$ cat config.mk
export PLATFORM = sky130hd
export DESIGN_NAME = sdram_cmd_arbiter_flat
export DESIGN_NICKNAME = d
export VERILOG_FILES = /design/src/rtl/sdram_cmd_arbiter_if.sv /design/src/rtl/sdram_cmd_arbiter.sv /design/src/flat_wrapper.sv
export SDC_FILE = /design/constraint.sdc
export NUM_CORES = 1
export LEC_CHECK = 0
export BUFFER_PORTS_ARGS = -buffer_cell sky130_fd_sc_hd__buf_2
export CORE_AREA = 5 5 129 131
export DETAILED_ROUTE_END_ITERATION = 8
export DIE_AREA = 0 0 134 136
export HOLD_SLACK_MARGIN = 0.08
export PLACE_DENSITY = 0.58
export SETUP_SLACK_MARGIN = 0.02
export SYNTH_ARGS = -nofsm -noshare
export SYNTH_HDL_FRONTEND = slang
export SYNTH_SLANG_ARGS = --single-unit
export TNS_END_PERCENT = 50
$ cat constraint.sdc
create_clock -name clk -period 7.6 [get_ports clk]
set_clock_uncertainty 0.05 [all_clocks]
set_input_delay 1.14 -clock clk [delete_from_list [all_inputs] [get_ports clk]]
set_output_delay 1.14 -clock clk [all_outputs]
set_load 0.1 [all_outputs]
$ cat src/rtl/sdram_cmd_arbiter_if.sv
// Signal bundle between the SDRAM command arbiter, its client ports and the controller.
// The slave modport is the arbiter's view; master is the environment's view.
interface sdram_cmd_arbiter_if #(
  parameter int NUM_PORTS   = 4,
  parameter int ADDR_WIDTH  = 24,
  parameter int DATA_WIDTH  = 16,
  parameter int BURST_WIDTH = 3,
  parameter int PW          = $clog2(NUM_PORTS)
);
  logic [NUM_PORTS-1:0]                  req_valid;
  logic [NUM_PORTS-1:0]                  req_ready;
  logic [NUM_PORTS-1:0]                  req_rw;
  logic [NUM_PORTS*ADDR_WIDTH-1:0]       req_addr;
  logic [NUM_PORTS*DATA_WIDTH-1:0]       req_wdata;
  logic [NUM_PORTS*DATA_WIDTH/8-1:0]     req_wmask;
  logic [NUM_PORTS*BURST_WIDTH-1:0]      req_burst;
  logic [NUM_PORTS-1:0]                  req_ap;

  logic                                  cmd_valid;
  logic                                  cmd_ready;
  logic                                  cmd_rw;
  logic [ADDR_WIDTH-1:0]                 cmd_addr;
  logic [DATA_WIDTH-1:0]                 cmd_wdata;
  logic [DATA_WIDTH/8-1:0]               cmd_wmask;
  logic [BURST_WIDTH-1:0]                cmd_burst;
  logic                                  cmd_ap;
  logic [PW-1:0]                         cmd_port;
  logic                                  cmd_first;

  logic                                  rd_valid;
  logic [DATA_WIDTH-1:0]                 rd_data;
  logic                                  rd_last;
  logic [NUM_PORTS-1:0]                  rsp_valid;
  logic [NUM_PORTS*DATA_WIDTH-1:0]       rsp_data;
  logic [NUM_PORTS-1:0]                  rsp_last;

  logic                                  tags_full;
  logic                                  err;

  modport slave (
    input  req_valid, req_rw, req_addr, req_wdata, req_wmask, req_burst, req_ap,
    input  cmd_ready, rd_valid, rd_data, rd_last,
    output req_ready, cmd_valid, cmd_rw, cmd_addr, cmd_wdata, cmd_wmask, cmd_burst,
    output cmd_ap, cmd_port, cmd_first, rsp_valid, rsp_data, rsp_last, tags_full, err
  );

  modport master (
    output req_valid, req_rw, req_addr, req_wdata, req_wmask, req_burst, req_ap,
    output cmd_ready, rd_valid, rd_data, rd_last,
    input  req_ready, cmd_valid, cmd_rw, cmd_addr, cmd_wdata, cmd_wmask, cmd_burst,
    input  cmd_ap, cmd_port, cmd_first, rsp_valid, rsp_data, rsp_last, tags_full, err
  );
endinterface

$ cat src/rtl/sdram_cmd_arbiter.sv
// Round-robin merge of client command streams into one SDRAM controller stream, with
// write-burst locking and an in-order read tag FIFO that routes returning data to its client.
module sdram_cmd_arbiter #(
  parameter int NUM_PORTS   = 4,
  parameter int ADDR_WIDTH  = 24,
  parameter int DATA_WIDTH  = 16,
  parameter int BURST_WIDTH = 3,
  parameter int TAG_DEPTH   = 8,
  parameter int PW          = $clog2(NUM_PORTS)
) (
  input  logic               clk,
  input  logic               rst_n,
  sdram_cmd_arbiter_if.slave bus
);
  localparam int MASK_WIDTH = DATA_WIDTH / 8;
  localparam int PTR_W      = $clog2(TAG_DEPTH);
  localparam int CNT_W      = PTR_W + 1;

  localparam logic [1:0] ST_IDLE  = 2'd0;
  localparam logic [1:0] ST_GRANT = 2'd1;
  localparam logic [1:0] ST_BURST = 2'd2;

  logic [1:0]             state_r;
  logic [PW-1:0]          grant_r;
  logic [PW-1:0]          last_grant_r;
  logic [BURST_WIDTH-1:0] beat_cnt_r;
  logic                   first_beat_r;

  logic [PW-1:0]          tag_mem_r [TAG_DEPTH];
  logic [PTR_W-1:0]       wr_ptr_r;
  logic [PTR_W-1:0]       rd_ptr_r;
  logic [CNT_W-1:0]       tag_cnt_r;
  logic [CNT_W-1:0]       cnt_nxt_s;
  logic                   tags_full_r;
  logic                   err_r;

  logic [NUM_PORTS-1:0]   elig_s;
  logic                   win_found_s;
  logic [PW-1:0]          win_s;
  logic [PW-1:0]          idx_s;
  logic                   hit_s;
  logic                   active_s;
  logic                   hs_s;
  logic                   push_s;
  logic                   pop_s;
  logic                   tag_empty_s;
  logic [PW-1:0]          head_s;

  logic [NUM_PORTS-1:0]   req_ready_s;
  logic                   cmd_valid_s;
  logic                   cmd_rw_s;
  logic                   cmd_first_s;
  logic [NUM_PORTS-1:0]   rsp_valid_s;
  logic [NUM_PORTS-1:0]   rsp_last_s;

  function automatic logic [NUM_PORTS-1:0] port_onehot(input logic [PW-1:0] idx);
    logic [NUM_PORTS-1:0] oh;
    oh      = '0;
    oh[idx] = 1'b1;
    return oh;
  endfunction

  // Port eligibility: reads are held off while the tag FIFO is full
  always_comb begin
    elig_s = '0;
    for (int p = 0; p < NUM_PORTS; p++) begin
      elig_s[p] = bus.req_valid[p] && (!bus.req_rw[p] || !tags_full_r);
    end
  end

  // Round-robin search starting just after the last granted port
  always_comb begin
    win_found_s = 1'b0;
    win_s       = '0;
    idx_s       = '0;
    hit_s       = 1'b0;
    for (int off = 1; off <= NUM_PORTS; off++) begin
      idx_s       = PW'((int'(last_grant_r) + off) % NUM_PORTS);
      hit_s       = !win_found_s && elig_s[idx_s];
      win_s       = hit_s ? idx_s : win_s;
      win_found_s = win_found_s | hit_s;
    end
  end

  // Pass-through of the granted port towards the controller
  always_comb begin
    active_s    = (state_r == ST_GRANT) || (state_r == ST_BURST);
    cmd_valid_s = active_s && bus.req_valid[grant_r];
    req_ready_s = (active_s && bus.cmd_ready) ? port_onehot(grant_r) : '0;
    hs_s        = cmd_valid_s && bus.cmd_ready;
    // burst beats are always forwarded as writes, whatever the client drives
    cmd_rw_s    = (state_r == ST_BURST) ? 1'b0 : bus.req_rw[grant_r];
    case (state_r)
      ST_GRANT: cmd_first_s = 1'b1;
      ST_BURST: cmd_first_s = first_beat_r;
      default:  cmd_first_s = 1'b0;
    endcase
  end

  // Tag FIFO control and read-return routing
  always_comb begin
    tag_empty_s = (tag_cnt_r == CNT_W'(0));
    head_s      = tag_mem_r[rd_ptr_r];
    push_s      = hs_s && (state_r == ST_GRANT) && bus.req_rw[grant_r];
    pop_s       = bus.rd_valid && bus.rd_last && !tag_empty_s;
    case ({push_s, pop_s})
      2'b10:   cnt_nxt_s = tag_cnt_r + CNT_W'(1);
      2'b01:   cnt_nxt_s = tag_cnt_r - CNT_W'(1);
      default: cnt_nxt_s = tag_cnt_r;
    endcase
    if (bus.rd_valid && !tag_empty_s) begin
      rsp_valid_s = port_onehot(head_s);
      rsp_last_s  = bus.rd_last ? port_onehot(head_s) : '0;
    end else begin
      rsp_valid_s = '0;
      rsp_last_s  = '0;
    end
  end

  // Arbitration FSM with burst beat counter
  always_ff @(posedge clk) begin
    if (!rst_n) begin
      state_r      <= ST_IDLE;
      grant_r      <= '0;
      last_grant_r <= PW'(NUM_PORTS - 1);
      beat_cnt_r   <= '0;
      first_beat_r <= 1'b0;
    end else begin
      case (state_r)
        ST_IDLE: begin
          if (win_found_s) begin
            grant_r      <= win_s;
            last_grant_r <= win_s;
            beat_cnt_r   <= bus.req_burst[int'(win_s) * BURST_WIDTH +: BURST_WIDTH];
            first_beat_r <= 1'b1;
            if (bus.req_rw[win_s] ||
                (bus.req_burst[int'(win_s) * BURST_WIDTH +: BURST_WIDTH] == BURST_WIDTH'(0))) begin
              state_r <= ST_GRANT;
            end else begin
              state_r <= ST_BURST;
            end
          end else begin
            state_r <= ST_IDLE;
          end
        end
        ST_GRANT: begin
          if (hs_s) begin
            state_r <= ST_IDLE;
          end else begin
            state_r <= ST_GRANT;
          end
        end
        ST_BURST: begin
          if (hs_s) begin
            first_beat_r <= 1'b0;
            if (beat_cnt_r == BURST_WIDTH'(0)) begin
              state_r <= ST_IDLE;
            end else begin
              beat_cnt_r <= beat_cnt_r - BURST_WIDTH'(1);
            end
          end else begin
            state_r <= ST_BURST;
          end
        end
        default: state_r <= ST_IDLE;
      endcase
    end
  end

  // Tag FIFO storage; contents need no reset since occupancy governs validity
  always_ff @(posedge clk) begin
    if (push_s) begin
      tag_mem_r[wr_ptr_r] <= grant_r;
    end
  end

  // Tag FIFO pointers, occupancy and full flag (from next count so a read cannot slip in)
  always_ff @(posedge clk) begin
    if (!rst_n) begin
      wr_ptr_r    <= '0;
      rd_ptr_r    <= '0;
      tag_cnt_r   <= '0;
      tags_full_r <= 1'b0;
    end else begin
      wr_ptr_r    <= push_s ? wr_ptr_r + PTR_W'(1) : wr_ptr_r;
      rd_ptr_r    <= pop_s ? rd_ptr_r + PTR_W'(1) : rd_ptr_r;
      tag_cnt_r   <= cnt_nxt_s;
      tags_full_r <= (cnt_nxt_s == CNT_W'(TAG_DEPTH));
    end
  end

  // Sticky protocol error: read opcode inside a write burst, or orphan read data
  always_ff @(posedge clk) begin
    if (!rst_n) begin
      err_r <= 1'b0;
    end else if ((state_r == ST_BURST && hs_s && bus.req_rw[grant_r]) ||
                 (bus.rd_valid && tag_empty_s)) begin
      err_r <= 1'b1;
    end else begin
      err_r <= err_r;
    end
  end

  assign bus.req_ready = req_ready_s;
  assign bus.cmd_valid = cmd_valid_s;
  assign bus.cmd_rw    = cmd_rw_s;
  assign bus.cmd_addr  = bus.req_addr[int'(grant_r) * ADDR_WIDTH +: ADDR_WIDTH];
  assign bus.cmd_wdata = bus.req_wdata[int'(grant_r) * DATA_WIDTH +: DATA_WIDTH];
  assign bus.cmd_wmask = bus.req_wmask[int'(grant_r) * MASK_WIDTH +: MASK_WIDTH];
  assign bus.cmd_burst = bus.req_burst[int'(grant_r) * BURST_WIDTH +: BURST_WIDTH];
  assign bus.cmd_ap    = bus.req_ap[grant_r];
  assign bus.cmd_port  = grant_r;
  assign bus.cmd_first = cmd_first_s;
  assign bus.rsp_valid = rsp_valid_s;
  assign bus.rsp_last  = rsp_last_s;
  assign bus.rsp_data  = {NUM_PORTS{bus.rd_data}};
  assign bus.tags_full = tags_full_r;
  assign bus.err       = err_r;
endmodule

$ cat src/flat_wrapper.sv
// flat-port wrapper written by rule: the top's interface ports become plain ports
module sdram_cmd_arbiter_flat 
#(
  parameter int NUM_PORTS   = 4,
  parameter int ADDR_WIDTH  = 24,
  parameter int DATA_WIDTH  = 16,
  parameter int BURST_WIDTH = 3,
  parameter int TAG_DEPTH   = 8,
  parameter int PW          = $clog2(NUM_PORTS)
)
  (clk, rst_n, bus_req_valid, bus_req_rw, bus_req_addr, bus_req_wdata, bus_req_wmask, bus_req_burst, bus_req_ap, bus_cmd_ready, bus_rd_valid, bus_rd_data, bus_rd_last, bus_req_ready, bus_cmd_valid, bus_cmd_rw, bus_cmd_addr, bus_cmd_wdata, bus_cmd_wmask, bus_cmd_burst, bus_cmd_ap, bus_cmd_port, bus_cmd_first, bus_rsp_valid, bus_rsp_data, bus_rsp_last, bus_tags_full, bus_err);
  sdram_cmd_arbiter_if #(.NUM_PORTS(NUM_PORTS), .ADDR_WIDTH(ADDR_WIDTH), .DATA_WIDTH(DATA_WIDTH), .BURST_WIDTH(BURST_WIDTH), .PW(PW)) bus_i ();
  input  logic clk;
  input  logic rst_n;
  input wire logic [$bits(bus_i.req_valid)-1:0] bus_req_valid;
  input wire logic [$bits(bus_i.req_rw)-1:0] bus_req_rw;
  input wire logic [$bits(bus_i.req_addr)-1:0] bus_req_addr;
  input wire logic [$bits(bus_i.req_wdata)-1:0] bus_req_wdata;
  input wire logic [$bits(bus_i.req_wmask)-1:0] bus_req_wmask;
  input wire logic [$bits(bus_i.req_burst)-1:0] bus_req_burst;
  input wire logic [$bits(bus_i.req_ap)-1:0] bus_req_ap;
  input wire logic [$bits(bus_i.cmd_ready)-1:0] bus_cmd_ready;
  input wire logic [$bits(bus_i.rd_valid)-1:0] bus_rd_valid;
  input wire logic [$bits(bus_i.rd_data)-1:0] bus_rd_data;
  input wire logic [$bits(bus_i.rd_last)-1:0] bus_rd_last;
  output wire logic [$bits(bus_i.req_ready)-1:0] bus_req_ready;
  output wire logic [$bits(bus_i.cmd_valid)-1:0] bus_cmd_valid;
  output wire logic [$bits(bus_i.cmd_rw)-1:0] bus_cmd_rw;
  output wire logic [$bits(bus_i.cmd_addr)-1:0] bus_cmd_addr;
  output wire logic [$bits(bus_i.cmd_wdata)-1:0] bus_cmd_wdata;
  output wire logic [$bits(bus_i.cmd_wmask)-1:0] bus_cmd_wmask;
  output wire logic [$bits(bus_i.cmd_burst)-1:0] bus_cmd_burst;
  output wire logic [$bits(bus_i.cmd_ap)-1:0] bus_cmd_ap;
  output wire logic [$bits(bus_i.cmd_port)-1:0] bus_cmd_port;
  output wire logic [$bits(bus_i.cmd_first)-1:0] bus_cmd_first;
  output wire logic [$bits(bus_i.rsp_valid)-1:0] bus_rsp_valid;
  output wire logic [$bits(bus_i.rsp_data)-1:0] bus_rsp_data;
  output wire logic [$bits(bus_i.rsp_last)-1:0] bus_rsp_last;
  output wire logic [$bits(bus_i.tags_full)-1:0] bus_tags_full;
  output wire logic [$bits(bus_i.err)-1:0] bus_err;
  assign bus_i.req_valid = bus_req_valid;
  assign bus_i.req_rw = bus_req_rw;
  assign bus_i.req_addr = bus_req_addr;
  assign bus_i.req_wdata = bus_req_wdata;
  assign bus_i.req_wmask = bus_req_wmask;
  assign bus_i.req_burst = bus_req_burst;
  assign bus_i.req_ap = bus_req_ap;
  assign bus_i.cmd_ready = bus_cmd_ready;
  assign bus_i.rd_valid = bus_rd_valid;
  assign bus_i.rd_data = bus_rd_data;
  assign bus_i.rd_last = bus_rd_last;
  assign bus_req_ready = bus_i.req_ready;
  assign bus_cmd_valid = bus_i.cmd_valid;
  assign bus_cmd_rw = bus_i.cmd_rw;
  assign bus_cmd_addr = bus_i.cmd_addr;
  assign bus_cmd_wdata = bus_i.cmd_wdata;
  assign bus_cmd_wmask = bus_i.cmd_wmask;
  assign bus_cmd_burst = bus_i.cmd_burst;
  assign bus_cmd_ap = bus_i.cmd_ap;
  assign bus_cmd_port = bus_i.cmd_port;
  assign bus_cmd_first = bus_i.cmd_first;
  assign bus_rsp_valid = bus_i.rsp_valid;
  assign bus_rsp_data = bus_i.rsp_data;
  assign bus_rsp_last = bus_i.rsp_last;
  assign bus_tags_full = bus_i.tags_full;
  assign bus_err = bus_i.err;
  sdram_cmd_arbiter #(.NUM_PORTS(NUM_PORTS), .ADDR_WIDTH(ADDR_WIDTH), .DATA_WIDTH(DATA_WIDTH), .BURST_WIDTH(BURST_WIDTH), .TAG_DEPTH(TAG_DEPTH), .PW(PW)) u_core (.clk(clk), .rst_n(rst_n), .bus(bus_i));
endmodule
==> summary.txt <==
Routing
  – Post-Route WL: 18300 µm
  – Vias per cell: 5.14
  – Initial DRC count: roughly 190
  – Drt drc: 0
  – ANT nets after route: 0
  – Avg WL per Cell: between 20 and 25 µm
  – Pre-antenna DRT Iters: 4
  – Total number of vias: 3899

Setup path
  – CP startpoint kind: register
  – Max FO, Critical Path: 61
  – Worst EP required: 7.75 ns
  – Most used cell, CP: ha_1
  – Reg2Reg Setup Slack: 3.40 ns
  – Arrival @ worst endpoint: 4.36 ns
  – Critical-path top delay cell: buf_4
  – Worst flop-to-flop path startpoint: u_core.bus.cmd_port[0]
  – Reg2reg end: u_core.bus.tags_full
  – CP Class: register to register
  – Worst Setup End Kind: register
  – CP Cell Sequence: buf_4, mux4_2, nor2b_1, and3_1, inv_2, ha_1, ha_1, a21o_1, a21oi_1, xnor2_1, or3_1, a21boi_1, nor3b_1
  – CP Launch Point: u_core.bus.cmd_port[0]
  – Worst setup path endpoint: u_core.bus.tags_full
  – Critical Path Max Stage Delay: 0.76 ns
  – FF-to-FF path depth: 13

Hold path
  – Hold_sp: u_core.wr_ptr_r[0]
  – Worst min-delay path class: register to register
  – Hold Path Stages: 2

Timing
  – Number of setup violations in the final report: 0
  – Post-layout min period: 4.20 ns
  – Hold WS: 0.458 ns
  – Pins over their slew limit: 0
  – Worst-Margin Slew: around 1.0 ns
  – Final TNS setup: 0 ns
  – PnR worst setup slack: 3.40 ns
  – Period Utilization, post-route: 0.553
  – RSZ-0062 raised after global routing: false
  – Final hold vios: 0
  – Slew HR: 0.321
  – FMAX: 0.238 GHz

CTS
  – Post-CTS Setup Bufs: 0
  – Cts hold-fix bufs: 0
  – H-Tree Depth: 2
  – Clock root cell: clkbuf_16
  – Post_cts resized: 0
  – Clk buf depth: 2
  – Clock Sinks: between 40 and 50
  – CTS tree: done
  – Worst-path clk slew: 0.06 ns
  – Worst skew pair latency: roughly 0.28 ns
  – TritonCTS buffer count: 5

Power
  – Total Power: 2.14 mW
  – Lkg Pwr: 2.28 nW
  – PwrDens: 411 nW/µm²
  – Maximum vdd drop: around 0.22 mV

Finish
  – Area of the multi-input gates: 2410 µm²
  – Ratio of cells with drive above 1 in the final layout: 0.604
  – Fill count: 1578
  – P&R area growth vs syn: 29.5%
  – Final cell utilization of the core: 0.336
  – Storage cell area: 986 µm²
  – Final nets: 789

Floorplan
  – Die area: 18200 µm²
  – # rows: 46
  – Die height: around 140 µm
  – Die W: 134 µm
  – Ports: ~340
  – Initial Utilization: 0.260
  – Total core area: 15500 µm²

Synth
  – Area leader, netlist: mux4_2
  – Ys flop type: dfxtp_1
  – Register area share after synthesis: 0.244
  – Largest cells by area after synthesis: mux4_2, dfxtp_1, buf_4
  – Most numerous cell in the Yosys netlist: buf_4
  – Share of synthesized registers carrying an async set or reset: 0
  – Ys Warns: 0
  – Synth Register Bits: 41
  – Mapped Area: 4020 µm²
  – Syn_nets: 601
  – Post-synth EDFFs: 16
  – Netlist cell types: 56
  – Synth Area per Inst: 10.7 µm²
  – Top-area cell type share of the netlist area: 0.291
  – Synth top cells by count: buf_4, mux4_2, nand2_1, dfxtp_1, o21ai_0
  – Cell count after synthesis: roughly 380

Global routing
  – Global Route Usage Sum: 0.190
  – GR Util met3: 0.0970
  – GRT overflow: 0
  – Vias in the first global route: 3978
  – GRT Max-Usage Layer: met2
  – Initial antenna violation count: 7
  – Met1 Use GR: 0.210
  – GR Layer Usage met2: 0.331
  – First-pass GRT wire length: 25500 µm
  – Largest net degree at the start of global routing: 62

Status
  – Status: complete, no violations

Placed design
  – IO buf count: 261
  – Pre-CTS setup slack: 3.33 ns
  – GPL Wtd Cong: 0.903
  – Detailed placement HPWL: 16000 µm

Run
  – Max_cap viols: 0
## report_power, final
group	switching, mW	internal (mW)	total, mW
clock network	0.0864	0.189	0.276
registers	0.0206	0.262	0.283
logic	1.21	0.375	1.58
## how the worst min path moves through the flow
| stage | end | slack [ns] |
|---|---|---|
| 6_report | u_core.wr_ptr_r[0] | 0.46 |
| 5_1_grt | u_core.wr_ptr_r[0] | 0.49 |
| 4_1_cts | u_core.bus.err | 0.46 |
| 3_5_place_dp | u_core.bus.err | 0.45 |
| 3_3_place_gp | u_core.wr_ptr_r[0] | 0.43 |
| 2_1_floorplan | u_core.wr_ptr_r[0] | 0.41 |
## sequential cells by signal, summed over array words and instances (netlist names), named ones only
name / cells
u_core.tag_mem_r: 16
u_core.tag_cnt_r: 4
u_core.beat_cnt_r: 3
u_core.rd_ptr_r: 3
u_core.wr_ptr_r: 3
u_core.bus.cmd_port: 2
u_core.last_grant_r: 2
u_core.state_r: 2
u_core.bus.err: 1
u_core.bus.tags_full: 1
u_core.first_beat_r: 1
## per-stage QoR
step,cell area (µm²),instances
after global routing,5210,758
final,5210,758
after floorplan,4020,376
after CTS,5200,757
after detailed placement,5010,749
after global placement,5010,749
## logic make-up (layout without fill, tap and decap cells)
logic type      after synthesis  in the layout  synth area share
xor+xnor                      6              6            0.0131
buf+inv                      96            285             0.156
simple gates                106            106             0.141
compound gates               59             59             0.104
mux                          56             56             0.302
fa+ha+maj                    12             12            0.0392
flops                        41             41             0.244
other cells                   0              1                 0
## layout by cell type (no fill, tap or decap), drive strengths merged, types with 5 or more instances in the layout
cell and count:
ha 11, nor3 6, a21oi 7, mux4 52
inv 15, buf 263, and2 13, xnor2 5
nand2 28, edfxtp 16, nand3 9, and3 6
dfxtp 25, a32oi 8, nor2b 7, nand2b 9
clkbuf 5, nor2 17, a21boi 8, o21ai 22
## layer usage
layer	vias up	routed length, µm
li1	1725	-
met1	1861	6320
met2	284	9370
met3	27	2270
met4	2	358
met5	-	13
## worst max-delay path: cells and delay by family (launching register included)
kind	cells	cell delay, ns
XOR/XNOR	1	0.10
AO/OA/AOI/OAI	3	0.50
AND/OR/NAND/NOR	4	1.42
flip-flops	1	0.33
buffers and inverters	2	0.83
adder cells (fa/ha/maj)	2	0.49
multiplexers	1	0.38
## layout make-up
cell class                 count  area share
clock inverter                 3      0.0132
clock buffer                   5      0.0240
inverter                      14      0.0101
multi-input combinational    239       0.463
antenna                        1    0.000481
tap                          192      0.0461
timing repair buffer         263       0.254
sequential                    41       0.189
No activity file was read; power rests on OpenSTA's default activity.
